File: src/rtl/lcb_req_responder_if.sv
// Byte-link bundle between the LCB request responder and its receiver,
// sample RAM, transmitter and RS485 direction control.
interface lcb_req_responder_if;
  logic       iValid;
  logic [7:0] iData;
  logic [8:0] oRdAddr;
  logic [7:0] iRdData;
  logic [7:0] oTxData;
  logic       oTxStart;
  logic       iTxBusy;
  logic       oDirTX;
  logic       oDirRX;
  logic [4:0] oChan;
  logic       oReqErr;

  modport slave (
    input  iValid, iData, iRdData, iTxBusy,
    output oRdAddr, oTxData, oTxStart, oDirTX, oDirRX, oChan, oReqErr
  );

  modport master (
    output iValid, iData, iRdData, iTxBusy,
    input  oRdAddr, oTxData, oTxStart, oDirTX, oDirRX, oChan, oReqErr
  );
endinterface

File: src/rtl/lcb_req_responder.sv
// LCB responder: parses 4-byte requests (addr, cmd, chan, xor checksum) and, after a
// turnaround, streams RESP_BYTES sample bytes of the requested channel over half-duplex RS485.
module lcb_req_responder #(
  parameter logic [7:0]  MY_ADDR     = 8'h01,
  parameter int unsigned RESP_BYTES  = 6,
  parameter int unsigned TURN_CYC    = 400,
  parameter int unsigned GUARD_CYC   = 80,
  parameter int unsigned GAP_TIMEOUT = 2000
) (
  input logic           clk,
  input logic           reset,
  lcb_req_responder_if.slave bus
);

  localparam logic [7:0] CMD_READ = 8'h5A;

  typedef enum logic [2:0] {
    S_RX, S_TURN, S_PRE, S_FETCH, S_LOAD, S_SEND, S_WAITB, S_POST
  } state_t;

  state_t          state_q, state_d;
  logic [2:0]      bcnt_q, bcnt_d;
  logic [3:0][7:0] pkt_q, pkt_d;
  logic [15:0]     gap_q, gap_d;
  logic [15:0]     tmr_q, tmr_d;
  logic [3:0]      idx_q, idx_d;
  logic [4:0]      chan_q, chan_d;
  logic [7:0]      txd_q, txd_d;
  logic [2:0]      bidx;
  logic            reqerr;
  logic [15:0]     tmr_sat, gap_sat;
  logic [31:0]     tmr_ext;

  assign tmr_sat = (tmr_q == '1) ? tmr_q : tmr_q + 16'd1;
  assign gap_sat = (gap_q == '1) ? gap_q : gap_q + 16'd1;
  assign tmr_ext = {16'd0, tmr_q} + 32'd1;

  always_ff @(posedge clk or posedge reset) begin
    if (reset) begin
      state_q <= S_RX;
      bcnt_q  <= '0;
      pkt_q   <= '0;
      gap_q   <= '0;
      tmr_q   <= '0;
      idx_q   <= '0;
      chan_q  <= '0;
      txd_q   <= '0;
    end else begin
      state_q <= state_d;
      bcnt_q  <= bcnt_d;
      pkt_q   <= pkt_d;
      gap_q   <= gap_d;
      tmr_q   <= tmr_d;
      idx_q   <= idx_d;
      chan_q  <= chan_d;
      txd_q   <= txd_d;
    end
  end

  always_comb begin
    state_d = state_q;
    bcnt_d  = bcnt_q;
    pkt_d   = pkt_q;
    gap_d   = gap_q;
    tmr_d   = tmr_sat;
    idx_d   = idx_q;
    chan_d  = chan_q;
    txd_d   = txd_q;
    bidx    = bcnt_q;
    reqerr  = 1'b0;
    case (state_q)
      S_RX: begin
        tmr_d = '0;
        // Complete packet is judged one clk after B3; that slot absorbs the +4 latency
        // and a byte arriving in it is not collected.
        if (bcnt_q == 3'd4) begin
          bcnt_d = '0;
          gap_d  = '0;
          if (pkt_q[0] == MY_ADDR) begin
            if (pkt_q[3] != (pkt_q[0] ^ pkt_q[1] ^ pkt_q[2])) begin
              reqerr = 1'b1;
            end else if (pkt_q[1] == CMD_READ) begin
              chan_d  = pkt_q[2][4:0];
              idx_d   = '0;
              state_d = S_TURN;
            end
          end
        end else begin
          if (bcnt_q != 3'd0 && {16'd0, gap_q} >= GAP_TIMEOUT) begin
            bidx   = '0;
            bcnt_d = '0;
            gap_d  = '0;
          end else if (bcnt_q != 3'd0) begin
            gap_d = gap_sat;
          end
          if (bus.iValid) begin
            pkt_d[bidx[1:0]] = bus.iData;
            bcnt_d           = bidx + 3'd1;
            gap_d            = '0;
          end
        end
      end
      S_TURN: begin
        if (tmr_ext >= TURN_CYC) begin
          tmr_d   = '0;
          state_d = S_PRE;
        end
      end
      S_PRE: begin
        if (tmr_ext >= GUARD_CYC) begin
          tmr_d   = '0;
          state_d = S_FETCH;
        end
      end
      S_FETCH: state_d = S_LOAD;
      S_LOAD: begin
        txd_d   = bus.iRdData;
        state_d = S_SEND;
      end
      S_SEND: begin
        tmr_d   = '0;
        state_d = S_WAITB;
      end
      S_WAITB: begin
        // First WAITB clk is skipped: busy only rises the clk after the start strobe.
        if (tmr_q != '0 && !bus.iTxBusy) begin
          tmr_d = '0;
          if (idx_q == 4'(RESP_BYTES - 1)) begin
            state_d = S_POST;
          end else begin
            idx_d   = idx_q + 4'd1;
            state_d = S_FETCH;
          end
        end
      end
      S_POST: begin
        if (tmr_ext >= GUARD_CYC) begin
          tmr_d   = '0;
          bcnt_d  = '0;
          gap_d   = '0;
          state_d = S_RX;
        end
      end
      default: state_d = S_RX;
    endcase
  end

  assign bus.oRdAddr  = {chan_q, idx_q};
  assign bus.oTxData  = txd_q;
  assign bus.oTxStart = (state_q == S_SEND);
  assign bus.oDirTX   = (state_q != S_RX) && (state_q != S_TURN);
  assign bus.oDirRX   = bus.oDirTX;
  assign bus.oChan    = chan_q;
  assign bus.oReqErr  = reqerr;

endmodule

File: src/flat_wrapper.sv
// flat-port wrapper written by rule: the top's interface ports become plain ports
module lcb_req_responder_flat 
#(
  parameter logic [7:0]  MY_ADDR     = 8'h01,
  parameter int unsigned RESP_BYTES  = 6,
  parameter int unsigned TURN_CYC    = 400,
  parameter int unsigned GUARD_CYC   = 80,
  parameter int unsigned GAP_TIMEOUT = 2000
)
  (clk, reset, bus_iValid, bus_iData, bus_iRdData, bus_iTxBusy, bus_oRdAddr, bus_oTxData, bus_oTxStart, bus_oDirTX, bus_oDirRX, bus_oChan, bus_oReqErr);
  lcb_req_responder_if bus_i ();
  input logic clk;
  input logic reset;
  input wire logic [$bits(bus_i.iValid)-1:0] bus_iValid;
  input wire logic [$bits(bus_i.iData)-1:0] bus_iData;
  input wire logic [$bits(bus_i.iRdData)-1:0] bus_iRdData;
  input wire logic [$bits(bus_i.iTxBusy)-1:0] bus_iTxBusy;
  output wire logic [$bits(bus_i.oRdAddr)-1:0] bus_oRdAddr;
  output wire logic [$bits(bus_i.oTxData)-1:0] bus_oTxData;
  output wire logic [$bits(bus_i.oTxStart)-1:0] bus_oTxStart;
  output wire logic [$bits(bus_i.oDirTX)-1:0] bus_oDirTX;
  output wire logic [$bits(bus_i.oDirRX)-1:0] bus_oDirRX;
  output wire logic [$bits(bus_i.oChan)-1:0] bus_oChan;
  output wire logic [$bits(bus_i.oReqErr)-1:0] bus_oReqErr;
  assign bus_i.iValid = bus_iValid;
  assign bus_i.iData = bus_iData;
  assign bus_i.iRdData = bus_iRdData;
  assign bus_i.iTxBusy = bus_iTxBusy;
  assign bus_oRdAddr = bus_i.oRdAddr;
  assign bus_oTxData = bus_i.oTxData;
  assign bus_oTxStart = bus_i.oTxStart;
  assign bus_oDirTX = bus_i.oDirTX;
  assign bus_oDirRX = bus_i.oDirRX;
  assign bus_oChan = bus_i.oChan;
  assign bus_oReqErr = bus_i.oReqErr;
  lcb_req_responder #(.MY_ADDR(MY_ADDR), .RESP_BYTES(RESP_BYTES), .TURN_CYC(TURN_CYC), .GUARD_CYC(GUARD_CYC), .GAP_TIMEOUT(GAP_TIMEOUT)) u_core (.clk(clk), .reset(reset), .bus(bus_i));
endmodule
File: config.mk
export PLATFORM = sky130hd
export DESIGN_NAME = lcb_req_responder_flat
export DESIGN_NICKNAME = d
export VERILOG_FILES = /design/src/rtl/lcb_req_responder_if.sv /design/src/rtl/lcb_req_responder.sv /design/src/flat_wrapper.sv
export SDC_FILE = /design/constraint.sdc
export NUM_CORES = 1
export LEC_CHECK = 0
export CAP_MARGIN = 0
export CORE_UTILIZATION = 50
export DETAILED_ROUTE_END_ITERATION = 8
export PLACE_DENSITY_LB_ADDON = 0.25
export SLEW_MARGIN = 0
export SYNTH_ARGS = -nofsm -noshare
export SYNTH_HDL_FRONTEND = slang
export SYNTH_SLANG_ARGS = --single-unit
File: constraint.sdc
create_clock -name clk -period 2.8 [get_ports clk]
set_input_delay 0.56 -clock clk [delete_from_list [all_inputs] [get_ports clk]]
set_output_delay 0.56 -clock clk [all_outputs]
set_load 0.1 [all_outputs]
==> results of run 1 <==
==> flip-flops by register name, indices dropped and copies added (netlist names) <==
| name | cells |
|---|---|
| u_core.state_q | 3 |
| u_core.bus.oChan | 5 |
| u_core.tmr_q | 16 |
| u_core.idx_q | 4 |
| u_core.bcnt_q | 3 |
| u_core.gap_q | 16 |
| u_core.pkt_q | 32 |
| u_core.bus.oTxData | 8 |
==> critical path, cell delays in order (launching register included) <==
cell and delay [ns]:
dfrtp_1 0.40, or4_1 0.58, a211oi_4 0.28, nand2_1 0.17, inv_1 0.10, ha_1 0.15, nand2_1 0.11, nor4_2 0.15
buf_4 0.22, mux2_2 0.35
==> power breakdown <==
| group | total [W] | internal, W | switching [W] |
|---|---|---|---|
| clock network | 0.000818 | 0.000333 | 0.000484 |
| registers | 0.00192 | 0.00161 | 0.000304 |
| logic | 0.00287 | 0.00107 | 0.00179 |
==> through the flow <==
stage               utilization [%]  cells  hold WS [ns]  setup slack [ns]
floorplan                         -    460        0.4564           0.06616
global placement              57.99    621        0.4785            0.2415
detailed placement            57.99    621        0.4794            0.1594
CTS                           59.92    637        0.5015            0.1229
global route                  60.09    637        0.5304           0.02339
finish                        60.09    637        0.5040            0.1802
==> metal layers <==
| layer | global-route usage, % | vias to the layer above | share of wire [%] |
|---|---|---|---|
| li1 | - | 1719 | - |
| met1 | 27.10 | 1746 | 47 |
| met2 | 33.67 | 64 | 49 |
| met3 | 4.161 | 10 | 3.3 |
| met4 | 6.800 | 0 | 1.3 |
| met5 | 0 | - | 0 |
==> worst paths after layout <==
path | start | endpoint | slack (ns) | depth (start not counted)
worst min-delay path | u_core.gap_q[10] | u_core.gap_q[10] | 0.50 | 1
max in group asynchronous | reset | u_core.tmr_q[5] | 1.74 | 3
worst min register to register | u_core.gap_q[10] | u_core.gap_q[10] | 0.50 | 1
worst max register to register | u_core.gap_q[11] | u_core.pkt_q[27] | 0.18 | 9
worst max-delay path | u_core.gap_q[11] | u_core.pkt_q[27] | 0.18 | 9
min in group asynchronous | reset | u_core.gap_q[15] | 0.67 | 3
==> final cells by class <==
| class | count | area [µm²] |
|---|---|---|
| clock buffers | 9 | 123.9 |
| clock inverters | 7 | 56.30 |
| fillers | 752 | 3722 |
| inverters | 13 | 52.55 |
| multi-input cells | 328 | 2479 |
| flip-flops and latches | 87 | 2180 |
| well taps | 129 | 161.4 |
| repair buffers | 64 | 553.0 |
==> logic make-up (layout without fill, tap and decap cells) <==
logic type               count (synthesis)  count (layout)
XOR/XNOR                                41              41
adder cells (fa/ha/maj)                 10              10
AND/OR/NAND/NOR                        151             151
flip-flops                              87              87
AO/OA/AOI/OAI                           74              74
multiplexers                            52              52
buffers and inverters                   45              93
==> cells in the final DEF (no fill, tap or decap), types with 5 or more instances in the layout <==
| master | count |
|---|---|
| o21ai_0 | 6 |
| a21oi_2 | 5 |
| mux2_2 | 45 |
| xnor2_1 | 30 |
| nand3_1 | 8 |
| o21a_1 | 5 |
| dfrtp_1 | 85 |
| ha_1 | 10 |
| and3_1 | 12 |
| nand2_1 | 39 |
| o21ai_1 | 11 |
| clkbuf_8 | 9 |
| nor4_1 | 8 |
| nor3_1 | 10 |
| nor2_1 | 27 |
| mux2i_1 | 7 |
| xor2_1 | 11 |
| clkdlybuf4s50_1 | 19 |
| a21oi_1 | 14 |
| buf_4 | 43 |
| inv_1 | 12 |
| nor4b_1 | 5 |
==> what timing repair did <==
item                       4_1_cts  5_1_grt
gates resized for setup          0        4
setup endpoints to repair        0       10
setup buffers                    0        0
==> flow_summary.json, run 1 <==
{
  "outcome": "complete, no violations",
  "htreeDepth": 3,
  "cts_tree": "yes",
  "layout.nets": 533,
  "synth_compound_area_share_pct": 11.35,
  "route.final.wire_length_um": 9497,
  "num_antenna_cells": 0,
  "fin_setup_tns_ns": 0,
  "drc": 0,
  "cts-root-buf": "clkbuf_8",
  "synth_top_family_by_area": "simple AND/OR/NAND/NOR gates",
  "cts_sinks": 87,
  "ir_drop_mv": 0.9882,
  "dpl.hpwl_um": 6711,
  "syn_area_um2": 4862,
  "synth_nets": 490,
  "dieArea_um2": 10120,
  "fin_crit_sh_pct": 93.57,
  "fmax_mhz": 381.7,
  "worstSetupPathType": "register to register",
  "power_w": 0.005600,
  "p_per_area_nw_per_um2": 999.1,
  "yosys-top-cells-area": "dfrtp_1 (45%), mux2_2 (10%), xnor2_1 (5.4%)",
  "drive_gt1_share_pct": 26.38,
  "dpl_cell_area_um2": 5409,
  "areaGrowthSynthToFinish_pct": 15.29,
  "track_usage_pct": 20.46,
  "ant_nets": 0,
  "num_vias": 3539,
  "leakagePower_nw": 2.474,
  "maxCapViolCount": 0,
  "drt_iter0_drc": 172,
  "final_area_um2": 5605,
  "synth.top_cell.area_share_pct": 44.78,
  "syn_inst": 460,
  "core_um2": 9328,
  "antenna_found_initial": 0,
  "via_per_inst": 5.556,
  "avgSynthCellArea_um2": 10.57,
  "num_io_pins": 46,
  "cp_data_required_time_ns": 3.04,
  "rsz0062_at_grt": "no",
  "yosys.area_share.simple_pct": 17.42,
  "yosysMostFrequentCell": "dfrtp_1",
  "ys_types": 62,
  "path_clk_slew_ns": 0.09,
  "setup_violations": 0,
  "die_h_um": 100.6,
  "path_max_fanout": 8,
  "wl_per_cell_um": 14.91,
  "yosys_warnings": 0,
  "synth_edf_count": 0,
  "skew_ns": 0.01064,
  "synthFlopType": "dfrtp_1",
  "synthXorXnorAreaFrac_pct": 7.385,
  "die_w_um": 100.6,
  "start_kind": "register",
  "num_rows": 35,
  "grt_pass1_wl_um": 16530,
  "slew_violations": 0,
  "grt_pass1_vias": 3502,
  "hp-class": "register to register",
  "min_period_ns": 2.620,
  "critPathCaptureType": "register",
  "slew_headroom_pct": 61.60,
  "synthArstFlopShare_pct": 100.0,
  "synth_top_area_cell": "dfrtp_1",
  "finalHoldViolCount": 0,
  "cts_buffer_depth": 2,
  "seq_area_frac_synth_pct": 44.78,
  "gr-total-overflow": 0,
  "first_pass_iters": 4,
  "grt_max_degree": 88,
  "cts_made_buffers": 9,
  "clock_latency_ns": 0.35,
  "critPathArrivalTime_ns": 2.86,
  "synth_mux_area_share_pct": 11.86,
  "worstMarginPinSlew_ns": 0.5707,
  "start_util_pct": 52.13,
  "ys_ff_latch": 87,
  "yosys-top-cells-count": "dfrtp_1 (87), mux2_2 (45), nand2_1 (39)",
  "portBuffers": 45,
  "synthAdderAreaFrac_pct": 2.573,
  "routabilityCongestion": 0.8485,
  "cts_hold_buf": 0
}
(Power assumes the default switching activity.)
==> inputs of run 2 (changes only) <==
Settings changed: SKIP_LAST_GASP set to 1.
==> results of run 2 <==
No change in the layout: final DEF, timing and power equal those of run 1.
